File: src/rtl/param_updown_counter.sv
// param_updown_counter: modulo-N up/down counter with 163-style controls; optional sticky wrap flag OVF under PARAM_COUNTER_OVF_EN
module param_updown_counter #(
  parameter int WIDTH   = 4,
  parameter int MODULUS = 16
) (
  input  logic             CLK,
  input  logic             RST,
  input  logic             CLR_L,
  input  logic             LD_L,
  input  logic             ENP,
  input  logic             ENT,
  input  logic             UP,
  input  logic [WIDTH-1:0] D,
  output logic [WIDTH-1:0] Q,
  output logic             RCO
`ifdef PARAM_COUNTER_OVF_EN
  ,
  output logic             OVF
`endif
);
  if (WIDTH < 2 || WIDTH > 16 || MODULUS < 2 || MODULUS > (1 << WIDTH)) begin : g_bad
    $error("param_updown_counter: illegal WIDTH=%0d / MODULUS=%0d", WIDTH, MODULUS);
  end
  localparam logic [WIDTH-1:0] MAX = WIDTH'(MODULUS - 1);
  logic             tc, wrap, cnt;
  logic [WIDTH-1:0] nxt;
  // terminal count, wrap detection (includes out-of-range loaded values) and next count value
  always_comb begin
    tc   = UP ? (Q == MAX) : (Q == '0);
    wrap = UP ? (Q >= MAX) : (Q == '0 || Q > MAX);
    cnt  = ENP & ENT;
    nxt  = wrap ? (UP ? '0 : MAX) : (UP ? Q + 1'b1 : Q - 1'b1);
    RCO  = ENT & tc;
  end
  // counter register: clear beats load beats count
  always_ff @(posedge CLK or posedge RST) begin
    if (RST) Q <= '0;
    else if (!CLR_L) Q <= '0;
    else if (!LD_L) Q <= D;
    else if (cnt) Q <= nxt;
  end
`ifdef PARAM_COUNTER_OVF_EN
  // sticky wrap flag: set on any counting wrap, cleared only by reset or clear
  always_ff @(posedge CLK or posedge RST) begin
    if (RST) OVF <= 1'b0;
    else if (!CLR_L) OVF <= 1'b0;
    else if (LD_L && cnt && wrap) OVF <= 1'b1;
  end
`endif
endmodule

File: config.mk
export PLATFORM = sky130hd
export DESIGN_NAME = param_updown_counter
export DESIGN_NICKNAME = d
export VERILOG_FILES = /design/src/rtl/param_updown_counter.sv
export SDC_FILE = /design/constraint.sdc
export NUM_CORES = 1
export LEC_CHECK = 0
export CAP_MARGIN = 20
export CORE_AREA = 5 5 42 44
export CTS_BUF_LIST = sky130_fd_sc_hd__clkbuf_2
export CTS_CLUSTER_DIAMETER = 150
export DETAILED_ROUTE_END_ITERATION = 8
export DIE_AREA = 0 0 47 49
export MAX_ROUTING_LAYER = met4
export PLACE_DENSITY = 0.61
export SYNTH_ARGS = -nofsm -noshare
export SYNTH_HDL_FRONTEND = slang
export SYNTH_SLANG_ARGS = --single-unit
File: constraint.sdc
create_clock -name CLK -period 1.7 [get_ports CLK]
set_input_delay 0.17 -clock CLK [delete_from_list [all_inputs] [get_ports CLK]]
set_output_delay 0.17 -clock CLK [all_outputs]
set_load 0.01 [all_outputs]
==> out/metrics.cfg, run 1 <==
[clock_network]
cts_sinks = 4
cts_tree = built
cts_buffers = 3
clockBufferDepth = 2
clkTransAtPathRegs_ns = 0.04
htree_levels = 1
post_cts_buffers = 0
clk_latency_ns = 0.20
root_buffer = clkbuf_2
postCtsHoldBufs = 0

[worst_setup_path]
r2r_cells = 6
crit_path_start_kind = flop
r2r_end = Q[3]$_DFFE_PP0P_
path_class = reg2out
critPathRequiredTime_ns = 1.53
r2r_start = Q[2]$_DFFE_PP0P_
r2r_slack_ns = 0.15
path_max_fanout = 2
end_kind = primary output
critPathArrivalTime_ns = 1.51

[die]
design.core.area_sq_um = 1400
rows = 14
die_w_microns = 47
ioPinCount = 16
start_util_pct = 26.7
die_h_microns = 49
dieArea_sq_um = 2300

[layout]
antenna_cells = 0
regMostFlops = Q
largest_reg_flops = 4
multi_input_area_sq_um = 246
reg.largest.list = Q: 4 flops
seq_area_sq_um = 100
final_nets = 88
layout-drive-gt1-share_pct = 20.8
area_growth_pct = 64.5
fillCellCount = 154

[logic_synthesis]
synth-simple-area-share_pct = 29.8
ys_types = 22
yosysTopAreaCell = dfrtp_1
synth_xor_xnor_area_share_pct = 4.68
yosys_warnings = 0
avgSynthCellArea_sq_um = 8.13
synth_compound_area_share_pct = 19.4
synth_top_area_share_pct = 26.8
syn-num-nets = 60
synth_adder_area_share_pct = 12.0
netlist_area_sq_um = 374
ys_seq_area_share_pct = 26.8
synth_cells = 46
synth_seq_cells = 4
synth.area.mux_share_pct = 0
synth_top_family_by_area = simple AND/OR/NAND/NOR gates
synthTopCellsByArea = dfrtp_1, a22o_1, ha_1

[route]
drc_errors = 0
drtIter0Drc = 6
met3_length_microns = 58
vias = 426
wirelength_microns = 1080
wl_per_cell_microns = 12.3
firstDrtPassIters = 2
wl_met1_microns = 460
routed_via_density = 4.84
wl_met2_microns = 528
route.top_layer_used = met4
antenna_left = 0

[grt]
antenna_found_initial = 0
grt_usage_pct = 11.1
grt_pass1_vias = 394
grt_start_max_net_pins = 9
grt_pass1_wl_microns = 1760
overflow = 0

[pwr]
finalPower_uw = 343
power-per-cell-area_nw_per_um2 = 557
ir_drop_mv = 0.178
p_leak_uw = 0.000299

[placed_design]
place.gp.congestion = 0.815
dp_slack_ns = -0.438
hpwlAfterDp_microns = 877
io_buffers = 15

[timing]
period_share_pct = 98.7
worstMarginPinSlew_ns = 0.381
post-route-min-period_ns = 1.68
finClkSkew_ns = 0.00107
relSlewSlack_pct = 74.3
rsz0062_at_grt = yes
slew_violations = 0
max_freq_mhz = 596
final-hold-violation-count = 0
fin_ws_ns = 0.0221
setup_violations = 0
setup_tns_ns = 0

[min_path]
hp-class = in2async

[status]
status = finished, final reports clean

[job]
drv_cap = 0

==> cell usage in the layout (no fill, tap or decap), drive strengths merged <==
cell / count
a22o: 3
o211a: 1
and2: 1
dlygate4sd2: 1
fa: 1
a21boi: 1
or2: 1
nand3: 5
buf: 10
xor2: 1
nand2: 6
clkdlybuf4s50: 13
nor2b: 1
clkbuf: 3
xnor2: 1
o21ai: 3
nand4: 3
ha: 2
nor4: 1
and3: 1
a41oi: 1
a21oi: 1
inv: 6
dfrtp: 4
or4: 1
==> layer usage <==
metal  up-vias  global-route usage (%)
li1        217                       -
met1       192                    13.6
met2        13                    15.8
met3         4                    1.48
met4         0                    8.29
met5         -                       -
==> worst max-delay path by stage <==
stage / start / endpoint / slack [ns]
after floorplan: Q[3]$_DFFE_PP0P_ / RCO / 0.20
after global placement: UP / RCO / -0.42
after detailed placement: UP / RCO / -0.44
after CTS: Q[3]$_DFFE_PP0P_ / RCO / 0.0008
after global routing: Q[3]$_DFFE_PP0P_ / RCO / -0.03
final: Q[3]$_DFFE_PP0P_ / RCO / 0.02
==> power breakdown <==
part	switching (uW)	total (uW)	internal (uW)
clock	36.2	83.6	47.4
sequential	5.55	109	103
combinational	66.4	151	84.3
==> worst max-delay path: stages, from the launching register on <==
cell and delay (ns):
dfrtp_1 0.39, or2_4 0.23, or4_4 0.42, a21boi_1 0.12
buf_2 0.14
==> repair_timing <==
action                                  4_1_cts  5_1_grt
pin swaps                                     1        0
resized for setup                             5        0
endpoints found under the setup margin        1        1
==> kinds of logic (layout without fill, tap and decap cells) <==
logic type      count (synthesis)  count (layout)
xor+xnor                        2               2
buf+inv                         7              33
simple gates                   20              20
flops                           4               4
fa+ha+maj                       3               3
compound gates                 10              10
==> cells in the mapped netlist, drive strengths merged <==
master	count
o21ai	3
ha	2
nor2b	1
or4	1
dfrtp	4
a41oi	1
xor2	1
xnor2	1
nand2	6
and2	1
nor4	1
fa	1
and3	1
clkbuf	1
a21oi	1
inv	6
or2	1
o211a	1
a21boi	1
nand4	3
nand3	5
a22o	3
==> per-stage QoR <==
stage | util, % | cell area, sq um | cells | hold slack, ns
2_1_floorplan | - | 374 | 46 | -0.0639
3_3_place_gp | 43.3 | 607 | 85 | 0.367
3_5_place_dp | 43.3 | 607 | 85 | 0.363
4_1_cts | 43.9 | 616 | 88 | 0.142
5_1_grt | 43.9 | 616 | 88 | 0.161
6_report | 43.9 | 616 | 88 | 0.150
==> cell type report <==
cell class	count	area share (%)
clock buffer	3	2.44
inverter	6	3.66
multi-input combinational	35	40.0
sequential	4	16.3
tap	16	3.25
timing repair buffer	24	34.3
Note: power is estimated with default switching activity, not from simulation.
==> inputs of run 2 (changes only) <==
--- a/config.mk
+++ b/config.mk
@@ -6,13 +6,14 @@
 export NUM_CORES = 1
 export LEC_CHECK = 0
 export CAP_MARGIN = 20
-export CORE_AREA = 5 5 42 44
+export CORE_AREA = 2 2 39 41
 export CTS_BUF_LIST = sky130_fd_sc_hd__clkbuf_2
 export CTS_CLUSTER_DIAMETER = 150
 export DETAILED_ROUTE_END_ITERATION = 8
-export DIE_AREA = 0 0 47 49
+export DIE_AREA = 0 0 41 43
+export DONT_BUFFER_PORTS = 1
 export MAX_ROUTING_LAYER = met4
-export PLACE_DENSITY = 0.61
+export PLACE_DENSITY = 0.46
 export SYNTH_ARGS = -nofsm -noshare
 export SYNTH_HDL_FRONTEND = slang
 export SYNTH_SLANG_ARGS = --single-unit
==> run 2 against run 1 <==
Critical path depth is 1 lower. Via count is 11% lower. Clock power is 3.1% higher. Cell count is 20% lower. Fmax is 2.3% higher. Flip-flop and latch count stayed put. First-iteration DRC count is 67% higher. Die area is 23% lower. Critical path type unchanged. Clock-buffer cell count stayed put. Total power is 13% lower. Routed wire length is 9.1% lower. Non-clock buffer count is 18 lower.
==> out/metrics.cfg, run 2 (synthesized netlist as in run 1, its figures left out) <==
[status]
status = finished, final reports clean

[clock_network]
clockBufferDepth = 2  ; unchanged
cts_buffers = 3  ; unchanged
htree_levels = 1  ; unchanged
clk_latency_ns = 0.21  ; about the same
post_cts_buffers = 0  ; unchanged
clkTransAtPathRegs_ns = 0.05  ; about the same
cts_tree = built
cts_sinks = 4  ; unchanged
root_buffer = clkbuf_2

[timing]
post-route-min-period_ns = 1.64  ; -0.0380 ns
max_freq_mhz = 610  ; +2.3%
final-hold-violation-count = 0  ; unchanged
slew_violations = 0  ; unchanged
relSlewSlack_pct = 73.7  ; -0.62 points
period_share_pct = 96.5  ; -2.2 points
worstMarginPinSlew_ns = 0.390  ; +0.00916 ns
fin_ws_ns = 0.0600  ; +0.0380 ns
setup_violations = 0  ; unchanged
rsz0062_at_grt = no
setup_tns_ns = 0  ; unchanged
finClkSkew_ns = 0.00561  ; +0.00454 ns

[placed_design]
dp_slack_ns = 0.232  ; +0.670 ns
place.gp.congestion = 0.806  ; -1.1%
io_buffers = 0  ; -15
hpwlAfterDp_microns = 790  ; -9.8%
post_dp_cell_area_sq_um = 427  ; -30%

[die]
start_util_pct = 27.0  ; +0.34 points
die_h_microns = 43  ; -12%
rows = 14  ; unchanged
die_w_microns = 41  ; -13%
design.core.area_sq_um = 1380  ; -1.2%
ioPinCount = 16  ; unchanged
dieArea_sq_um = 1760  ; -23%

[route]
wirelength_microns = 983  ; -9.1%
route.top_layer_used = met3
vias = 378  ; -11%
antenna_left = 0  ; unchanged
drtIter0Drc = 10  ; +4
drc_errors = 0  ; unchanged
wl_per_cell_microns = 14.0  ; +14%
firstDrtPassIters = 6  ; +4
wl_met2_microns = 522  ; -1.1%
routed_via_density = 5.40  ; +12%
wl_met1_microns = 426  ; -7.4%
met3_length_microns = 34  ; -41%

[worst_setup_path]
end_kind = primary output
critPathRequiredTime_ns = 1.53  ; about the same
crit_path_start_kind = flop
critPathArrivalTime_ns = 1.47  ; -0.04 ns
path_class = reg2out
crit_start = Q[3]$_DFFE_PP0P_
path_max_fanout = 4  ; +2
r2r_start = Q[1]$_DFFE_PP0P_

[pwr]
p_sw_share_pct = 33.5  ; +2.0 points
p_leak_uw = 0.000224  ; -25%
p_clk_share_pct = 28.9  ; +4.6 points
p_sw_uw = 99.8  ; -7.7%
comb_power_share_pct = 34.0  ; -9.9 points
finalPower_uw = 298  ; -13%
ir_drop_mv = 0.255  ; +43%
p_int_uw = 198  ; -16%
power-per-cell-area_nw_per_um2 = 654  ; +17%
seq_power_share_pct = 37.1  ; +5.4 points

[grt]
grt_pass1_vias = 381  ; -3.3%
grt_usage_pct = 14.7  ; +3.6 points
antenna_found_initial = 0  ; unchanged
grt_start_max_net_pins = 10  ; +1
overflow = 0  ; unchanged
grt_pass1_wl_microns = 1700  ; -3.1%

[layout]
area_growth_pct = 21.7
post-route-util_pct = 32.9  ; -11 points
finalInstanceArea_sq_um = 455  ; -26%
fillCellCount = 158  ; +2.6%
layout-drive-gt1-share_pct = 20.4  ; -0.46 points
antenna_cells = 0  ; unchanged
final_cell_mix = inv_1, nand2_1, nand3_1, buf_4, dfrtp_1
largest_reg_flops = 4  ; unchanged
final_nets = 70  ; -20%
reg.largest.list = Q: 4 flops
regMostFlops = Q

[min_path]
hold_start = CLR_L
hp-class = in2reg

[job]
drv_cap = 0  ; unchanged

-- run 2: cell types whose count changed in the layout (fill, tap and decap cells not counted), sizes merged --
cell	before	now
clkdlybuf4s50	13	0
buf	10	5
dlygate4sd2	1	0
dlygate4sd3	0	1
-- run 2: worst paths after layout --
| kind | end | slack (ns) | depth (start not counted) |
|---|---|---|---|
| min in group asynchronous | Q[0]$_DFFE_PP0P_ | 0.29 | 2 |
| worst max-delay path | RCO | 0.06 | 3 |
| worst min-delay path | Q[0]$_DFFE_PP0P_ | 0.10 | 1 |
| worst max register to register | Q[2]$_DFFE_PP0P_ | 0.26 | 5 |
| worst min register to register | Q[3]$_DFFE_PP0P_ | 0.68 | 4 |
| max in group asynchronous | Q[1]$_DFFE_PP0P_ | 1.26 | 2 |
-- run 2: final cells by class --
type	count	area, sq um	area share, %
timing repair buffer	6	47.5	10.4
sequential	4	100	22.0
tap	16	20.0	4.40
multi-input combinational	35	250	54.9
inverter	6	22.5	4.95
clock buffer	3	15.0	3.30
-- run 2: layer usage --
layer	GRT usage, %	vias up
li1	-	184
met1	18.5	184
met2	21.9	10
met3	3.66	0
met4	6.00	0
met5	-	-
-- run 2: worst max-delay path, cell delays in order, from the launching register on --
cell	delay (ns)
dfrtp_1	0.37
or2_4	0.25
or4_4	0.44
a21boi_2	0.21
-- run 2: metrics by stage --
| step | cells | hold slack, ns |
|---|---|---|
| 5_1_grt | 70 | 0.0978 |
| 6_report | 70 | 0.102 |
| 4_1_cts | 70 | 0.0944 |
| 2_1_floorplan | 46 | -0.0639 |
| 3_3_place_gp | 66 | -0.0468 |
| 3_5_place_dp | 66 | -0.0484 |
-- run 2: power groups by stage --
stage | sequential [uW] | combinational [uW] | clock, uW
floorplan | 119 | 61.4 | 0
finish | 111 | 101 | 86.2
detailed placement | 112 | 98.1 | 0
global route | 111 | 115 | 90.6
CTS | 110 | 101 | 88.5
global placement | 112 | 98.5 | 0
-- run 2: what timing repair did --
item	CTS	global route
setup endpoints to repair	1	0
hold buffers	1	0
gates resized for setup	1	0
endpoints found under the hold margin	4	0
